**src/rtl/mem_copy_ctrl.sv**
```systemverilog
// mem_copy_ctrl: byte/word memory-to-memory copy engine.
// Each beat is one read then one write; word beats are used while 4+ bytes remain.
`default_nettype none

module mem_copy_ctrl #(
  parameter int WIDTH = 7,
  parameter int AW    = 32
) (
  input  logic             clk,
  input  logic             rst,
  input  logic             start,
  input  logic [AW-1:0]    src_base,
  input  logic [AW-1:0]    dst_base,
  input  logic [WIDTH-1:0] len,
  output logic             mem_req,
  output logic             mem_we,
  output logic [AW-1:0]    mem_addr,
  output logic             mem_word,
  output logic [31:0]      mem_wdata,
  input  logic [31:0]      mem_rdata,
  input  logic             mem_ack,
  output logic             busy,
  output logic             done
);

  typedef enum logic [1:0] {
    IDLE = 2'd0,
    RD   = 2'd1,
    WR   = 2'd2,
    FIN  = 2'd3
  } state_t;

  state_t           state, state_nx;
  logic [AW-1:0]    src_q, dst_q;
  logic [WIDTH-1:0] len_q;
  logic [WIDTH:0]   off_q;
  logic [31:0]      buf_q;
  logic             word;
  logic [WIDTH:0]   off_inc;

  // Offset never exceeds len, so offset+4 cannot wrap in WIDTH+1 bits.
  assign word    = (off_q + (WIDTH+1)'(4)) <= {1'b0, len_q};
  assign off_inc = off_q + (word ? (WIDTH+1)'(4) : (WIDTH+1)'(1));
  assign busy    = (state != IDLE);

  always_ff @(posedge clk or posedge rst) begin
    if (rst) begin
      state <= IDLE;
      src_q <= '0;
      dst_q <= '0;
      len_q <= '0;
      off_q <= '0;
      buf_q <= '0;
    end else begin
      state <= state_nx;
      case (state)
        IDLE: if (start) begin
          src_q <= src_base;
          dst_q <= dst_base;
          len_q <= len;
          off_q <= '0;
        end
        RD: if (mem_ack) buf_q <= mem_rdata;
        WR: if (mem_ack) off_q <= off_inc;
        default: ;
      endcase
    end
  end

  always_comb begin
    state_nx  = state;
    mem_req   = 1'b0;
    mem_we    = 1'b0;
    mem_addr  = '0;
    mem_word  = 1'b0;
    mem_wdata = '0;
    done      = 1'b0;
    case (state)
      IDLE: if (start) state_nx = (len == '0) ? FIN : RD;
      RD: begin
        mem_req  = 1'b1;
        mem_addr = src_q + AW'(off_q);
        mem_word = word;
        if (mem_ack) state_nx = WR;
      end
      WR: begin
        mem_req   = 1'b1;
        mem_we    = 1'b1;
        mem_addr  = dst_q + AW'(off_q);
        mem_word  = word;
        mem_wdata = word ? buf_q : {24'b0, buf_q[7:0]};
        if (mem_ack) state_nx = (off_inc == {1'b0, len_q}) ? FIN : RD;
      end
      FIN: begin
        done     = 1'b1;
        state_nx = IDLE;
      end
      default: state_nx = IDLE;
    endcase
  end

endmodule

`default_nettype wire

```
**config.mk**
```make
export PLATFORM = sky130hd
export DESIGN_NAME = mem_copy_ctrl
export DESIGN_NICKNAME = d
export VERILOG_FILES = /design/src/rtl/mem_copy_ctrl.sv
export SDC_FILE = /design/constraint.sdc
export NUM_CORES = 1
export LEC_CHECK = 0
export ABC_AREA = 1
export CELL_PAD_IN_SITES_DETAIL_PLACEMENT = 0
export CELL_PAD_IN_SITES_GLOBAL_PLACEMENT = 2
export CORE_ASPECT_RATIO = 0.9
export CORE_MARGIN = 5
export CORE_UTILIZATION = 28
export CTS_CLUSTER_DIAMETER = 60
export CTS_CLUSTER_SIZE = 25
export DETAILED_ROUTE_END_ITERATION = 16
export GPL_ROUTABILITY_DRIVEN = 1
export PLACE_DENSITY = 0.81
export SYNTH_ARGS = -nofsm -noshare
export SYNTH_HDL_FRONTEND = slang
export SYNTH_SLANG_ARGS = --single-unit
```
**constraint.sdc**
```tcl
create_clock -name clk -period 4.2 [get_ports clk]
set_input_delay 0.84 -clock clk [delete_from_list [all_inputs] [get_ports clk]]
set_output_delay 0.84 -clock clk [all_outputs]
set_load 0.02 [all_outputs]
```
Word level (Yosys, flattened, before mapping)
Cells that the tools add are included.
{ "totals": {"ff_bits": 113, "latch_bits": 0, "ram_bits": 0, "romBits": 0, "input_bits": 107, "output_inout_bits": 69, "n_memories": 0} }
{ "op_classes": {"add_sub_neg": 4, "multipliers": 0, "div_mod_pow": 0, "order_cmp": 1, "n_eq_ne": 7, "shifts": 0, "n_mux": 17, "bitwise_logic": 0, "reduce_logical": 9} }
{ "op_table": {"columns": ["cell", "count"], "rows": [
  ["adder 32 x 8 -> 32 bit", 2],
  ["two-way mux 32 bit", 2],
  ["one-hot mux 32 bit (2 select lines)", 1],
  ["two-way mux 8 bit", 2],
  ["one-hot mux 8 bit (2 select lines)", 1],
  ["two-way mux 2 bit", 5],
  ["adder 8 x 3 -> 8 bit", 1],
  ["adder 8 x 3 -> 8 bit, second input constant", 1],
  ["equality test 8 x 7 -> 1 bit", 1],
  ["<= comparator 8 x 7 -> 1 bit", 1],
  ["one-hot mux 2 bit (4 select lines)", 1],
  ["zero test 7 bit", 1],
  ["!= test 2 bit, second input constant", 3],
  ["AND reduction 3 bit", 2],
  ["equality test 2 bit, second input constant", 2],
  ["two-way mux 1 bit", 4],
  ["AND reduction 2 bit", 2],
  ["nonzero test 2 bit", 2],
  ["two-way mux 3 bit", 1],
  ["equality test 2 x 1 -> 1 bit, second input constant", 1],
  ["zero test 2 bit", 1],
  ["OR reduction 2 bit", 1]
]} }

Depth between registers and ports, before layout
{ "logic_depth": {"ltp_word": 8, "depth_mapped": 25, "depth_no_buf": 25} }

Least setup slack after synthesis
No wires, ideal clock.
{ "synth_timing": {"path_type": "register to output", "start": "register state[0]", "end": "output mem_addr[10]", "arrival_ns": 3.527, "path_slack_ns": -0.167, "stages_incl_launch_ff": 20, "path_cell_list": "dfrtp_1 > inv_1 > ha_1 > buf_6 > buf_6 > buf_2 > clkbuf_1 > nand2_1 > o21ai_0 > ha_1 > inv_1 > fa_1 > nand3b_1 > nand2_1 > nand2_1 > nand2_1 > nand2_1 > nor2_1 > nor2_1 > a211oi_1"} }
{ "synth_via": {"elab_chain_len": 2, "elab_cells_between_ends": 3} }
{ "synth_rtl": {"columns": ["item", "line_no", "source"], "rows": [
  ["start: declaration", "33", "state_t state, state_nx;"],
  ["start signal: assignment", "55", "state <= state_nx;"],
  ["equality test 2 bit or equality test 2 x 1 -> 1 bit (tied branches)", "78", "case (state)"],
  ["one-hot mux 32 bit (2 select lines) (*)", "78", null],
  ["end: declaration", "17", "output logic [AW-1:0] mem_addr,"]
]} }
Every way passes the cells marked *; elsewhere a longest branch is shown, timed or not.

Worst setup path after layout
{ "layout_timing": {"start": "register state[1]", "end": "output mem_addr[12]"} }
Same word-level chain as after synthesis.

==> impl_metrics.toml <==
[run_status]
outcome = "completed"

[power]
pwr_density_cell_mw_per_mm2 = 805
internal_power_mw = 4.17
cellLeakagePower_nw = 4.63
combinationalPowerShare = 0.568
power.total_mw = 7.66
switching_share = 0.456
peakVddDrop_uv = 258
clockPowerShare = 0.198
p_seq_frac = 0.234
total_switching_power_mw = 3.49

[placement]
place_area_mm2 = 0.00887
place_congestion = 0.847
pre_cts_slack_ns = 0.0421
post-dp-hpwl_um = 16000
portBuffers = 175
dpl.cell_count = 1347

[worst_setup_path]
worstPathRequired_ns = 3.36
worst_ep_arrival_time_ns = 3.14
crit_type = "reg -> out"
critPathMaxFanout = 7
endpoint_kind = "output port"
worst_setup_path_start_kind = "flop"

[finish]
seq_area_mm2 = 0.00283
drive_gt1_frac = 0.147
stdcell_count = 1381
fin_nets = 1192
nFillCells = 2489
final_cell_area_mm2 = 0.00951
multi_input_area_mm2 = 0.00335
syn_to_final_growth_pct = 40.5

[cts]
cts_hold_buf = 0
cts.sinks = 113
clk_path_buf_depth = 2
clk_latency_ns = 0.42
cts_tree = "yes"
cts.htree.levels = 4
clk_pin_slew_ns = 0.06
numCtsBuffers = 17
root_buffer = "clkbuf_16"

[timing]
min_period_over_period = 0.949
fin_ws_ns = 0.216
slew_headroom = 0.310
fmax_mhz = 251
period_needed_ns = 3.98
timing.hold.ws_ns = 0.503
fin_skew_ns = 0.0127
setup-violations-final = 0
timing.final.hold_violations = 0
worst_slew_pin_slew_ns = 1.03
maxSlewViolCount = 0

[drt]
drt_iter0_drc = 309
vias_per_cell = 4.47
drcViolationCount = 0
avgRoutedWirePerCell_um = 15.5
wl_um = 21400
drt-pass1-iter-count = 5
ant_nets = 0
num_vias = 6174

[floorplanning]
die_x_um = 174
core-area_mm2 = 0.0241
start_util = 0.282
rows = 54
design.die.area_mm2 = 0.0274
die_y_um = 158
io_pins = 176

[synthesis]
synth.top_cell.area_share = 0.418
synth_area_leader_cell = "dfrtp_1"
ys_seq_elements = 113
synth_commonest_cells = "nand2_1 (174), nor2_1 (139), inv_1 (131), dfrtp_1 (113), a21oi_1 (83)"
syn_area_mm2 = 0.00677
async_flop_share = 1.00
yosys.cell_types.count = 41
yosysMostFrequentCell = "nand2_1"
synth_flop_cell = "dfrtp_1"
synth_edf_count = 0
ys.warnings.count = 0
synthCells = 885
seq_area_frac_synth = 0.418
syn_area_per_cell_um2 = 7.65
synth_area_leaders = "dfrtp_1 (42%), nand2_1 (9.6%), nor2_1 (7.7%)"
synth_nets = 1017

[global_route]
antenna_found_initial = 2
grt_pass1_wl_um = 33900
grt_max_degree = 67
grt_pass1_vias = 6218
grt_use_total = 0.156
grt-ovfl-total = 0

[hold_path]
min_path_type = "reg -> reg"

[job]
cap_viol_max_count = 0
## worst paths after layout
path                       startpoint            to  slack (ns)  cells after the start
max                          state[1]  mem_addr[12]        0.22                     14
min                          src_q[8]      src_q[8]        0.50                      1
max reg2reg                  off_q[4]      state[1]        1.06                     24
min reg2reg                  src_q[8]      src_q[8]        0.50                      1
max in group asynchronous         rst      state[1]        2.43                      3
min in group asynchronous         rst     dst_q[14]        0.94                      2
## repair_timing
action,in CTS,in global routing
endpoints found under the setup margin,49,50
pin swaps,0,1
buffers inserted,0,1
resized for setup,31,51
hold endpoints to repair,0,0
cloned,1,0
## per-stage QoR
step / TNS [ns] / util
final: 0 / 0.395
after floorplan: 0 / -
after global placement: 0 / 0.369
after global routing: -0.00105 / 0.395
after CTS: 0 / 0.395
after detailed placement: 0 / 0.369
## power by group through the flow
| stage | Sequential (mW) | Clock, mW | Combinational [mW] |
|---|---|---|---|
| 3_5_place_dp | 1.81 | 0 | 4.49 |
| 3_3_place_gp | 1.80 | 0 | 4.48 |
| 2_1_floorplan | 1.74 | 0 | 2.84 |
| 6_report | 1.79 | 1.51 | 4.35 |
| 5_1_grt | 1.85 | 1.60 | 4.83 |
| 4_1_cts | 1.80 | 1.55 | 4.41 |
## flip-flops by register name, indices dropped and copies added, names as in the netlist
register / count
off_q: 8
buf_q: 32
len_q: 7
dst_q: 32
state: 2
src_q: 32
## cell type report
class	count	area share
sequential	113	0.298
clock buffer	17	0.0447
clock inverter	14	0.0189
tap	308	0.0405
antenna	1	0.000263
timing repair buffer	186	0.192
multi-input combinational	604	0.352
inverter	138	0.0547
## cells in the final DEF (no fill, tap or decap), types with 2 or more instances in the layout
cell	instances
nand2_1	167
clkdlybuf4s50_1	147
nor2_1	136
inv_1	129
dfrtp_1	111
a21oi_1	81
mux2_2	41
nand3_1	33
o21ai_0	28
ha_1	23
clkbuf_16	17
nand2_2	14
clkbuf_2	13
o21ai_2	11
o21ai_1	10
nand4_1	10
dlygate4sd2_1	8
buf_4	8
inv_2	7
nor2_2	7
o22ai_1	7
xor2_1	5
nor2_4	5
inv_6	5
nor3_2	3
nand3b_1	3
bufinv_16	3
clkinv_4	3
dlymetal6s2s_1	3
buf_12	3
nand2_4	2
a21oi_2	2
a211oi_2	2
clkinvlp_4	2
dfrtp_2	2
clkdlybuf4s15_1	2
## routing by layer
layer  global-route usage  share of wire  vias to the layer above  routed length, um
li1                     -              -                     3161                  -
met1                0.219           0.50                     2858              10700
met2                0.232           0.42                      139               9070
met3               0.0576          0.070                       12               1510
met4               0.0290         0.0078                        4                168
met5                    0        0.00098                        -                 21
## logic make-up after synthesis
kind of cell    count (synthesis)  share of synthesized area
simple gates                  387                      0.241
buf+inv                       168                      0.102
compound gates                144                      0.115
flops                         113                      0.418
mux                            42                     0.0696
fa+ha+maj                      25                     0.0473
xor+xnor                        6                    0.00776
## worst max-delay path: stages, from the launching register on
cell           delay, ns
dfrtp_2             0.44
ha_4                0.21
o21ai_0             0.18
ha_1                0.19
inv_1               0.05
fa_1                0.39
nand3b_1            0.18
nand2_2             0.10
nand2_1             0.07
nand2_2             0.13
nand2_2             0.10
inv_2               0.07
nor2_1              0.06
a211oi_2            0.18
dlygate4sd2_1       0.38
No activity file was read; power rests on OpenSTA's default activity.
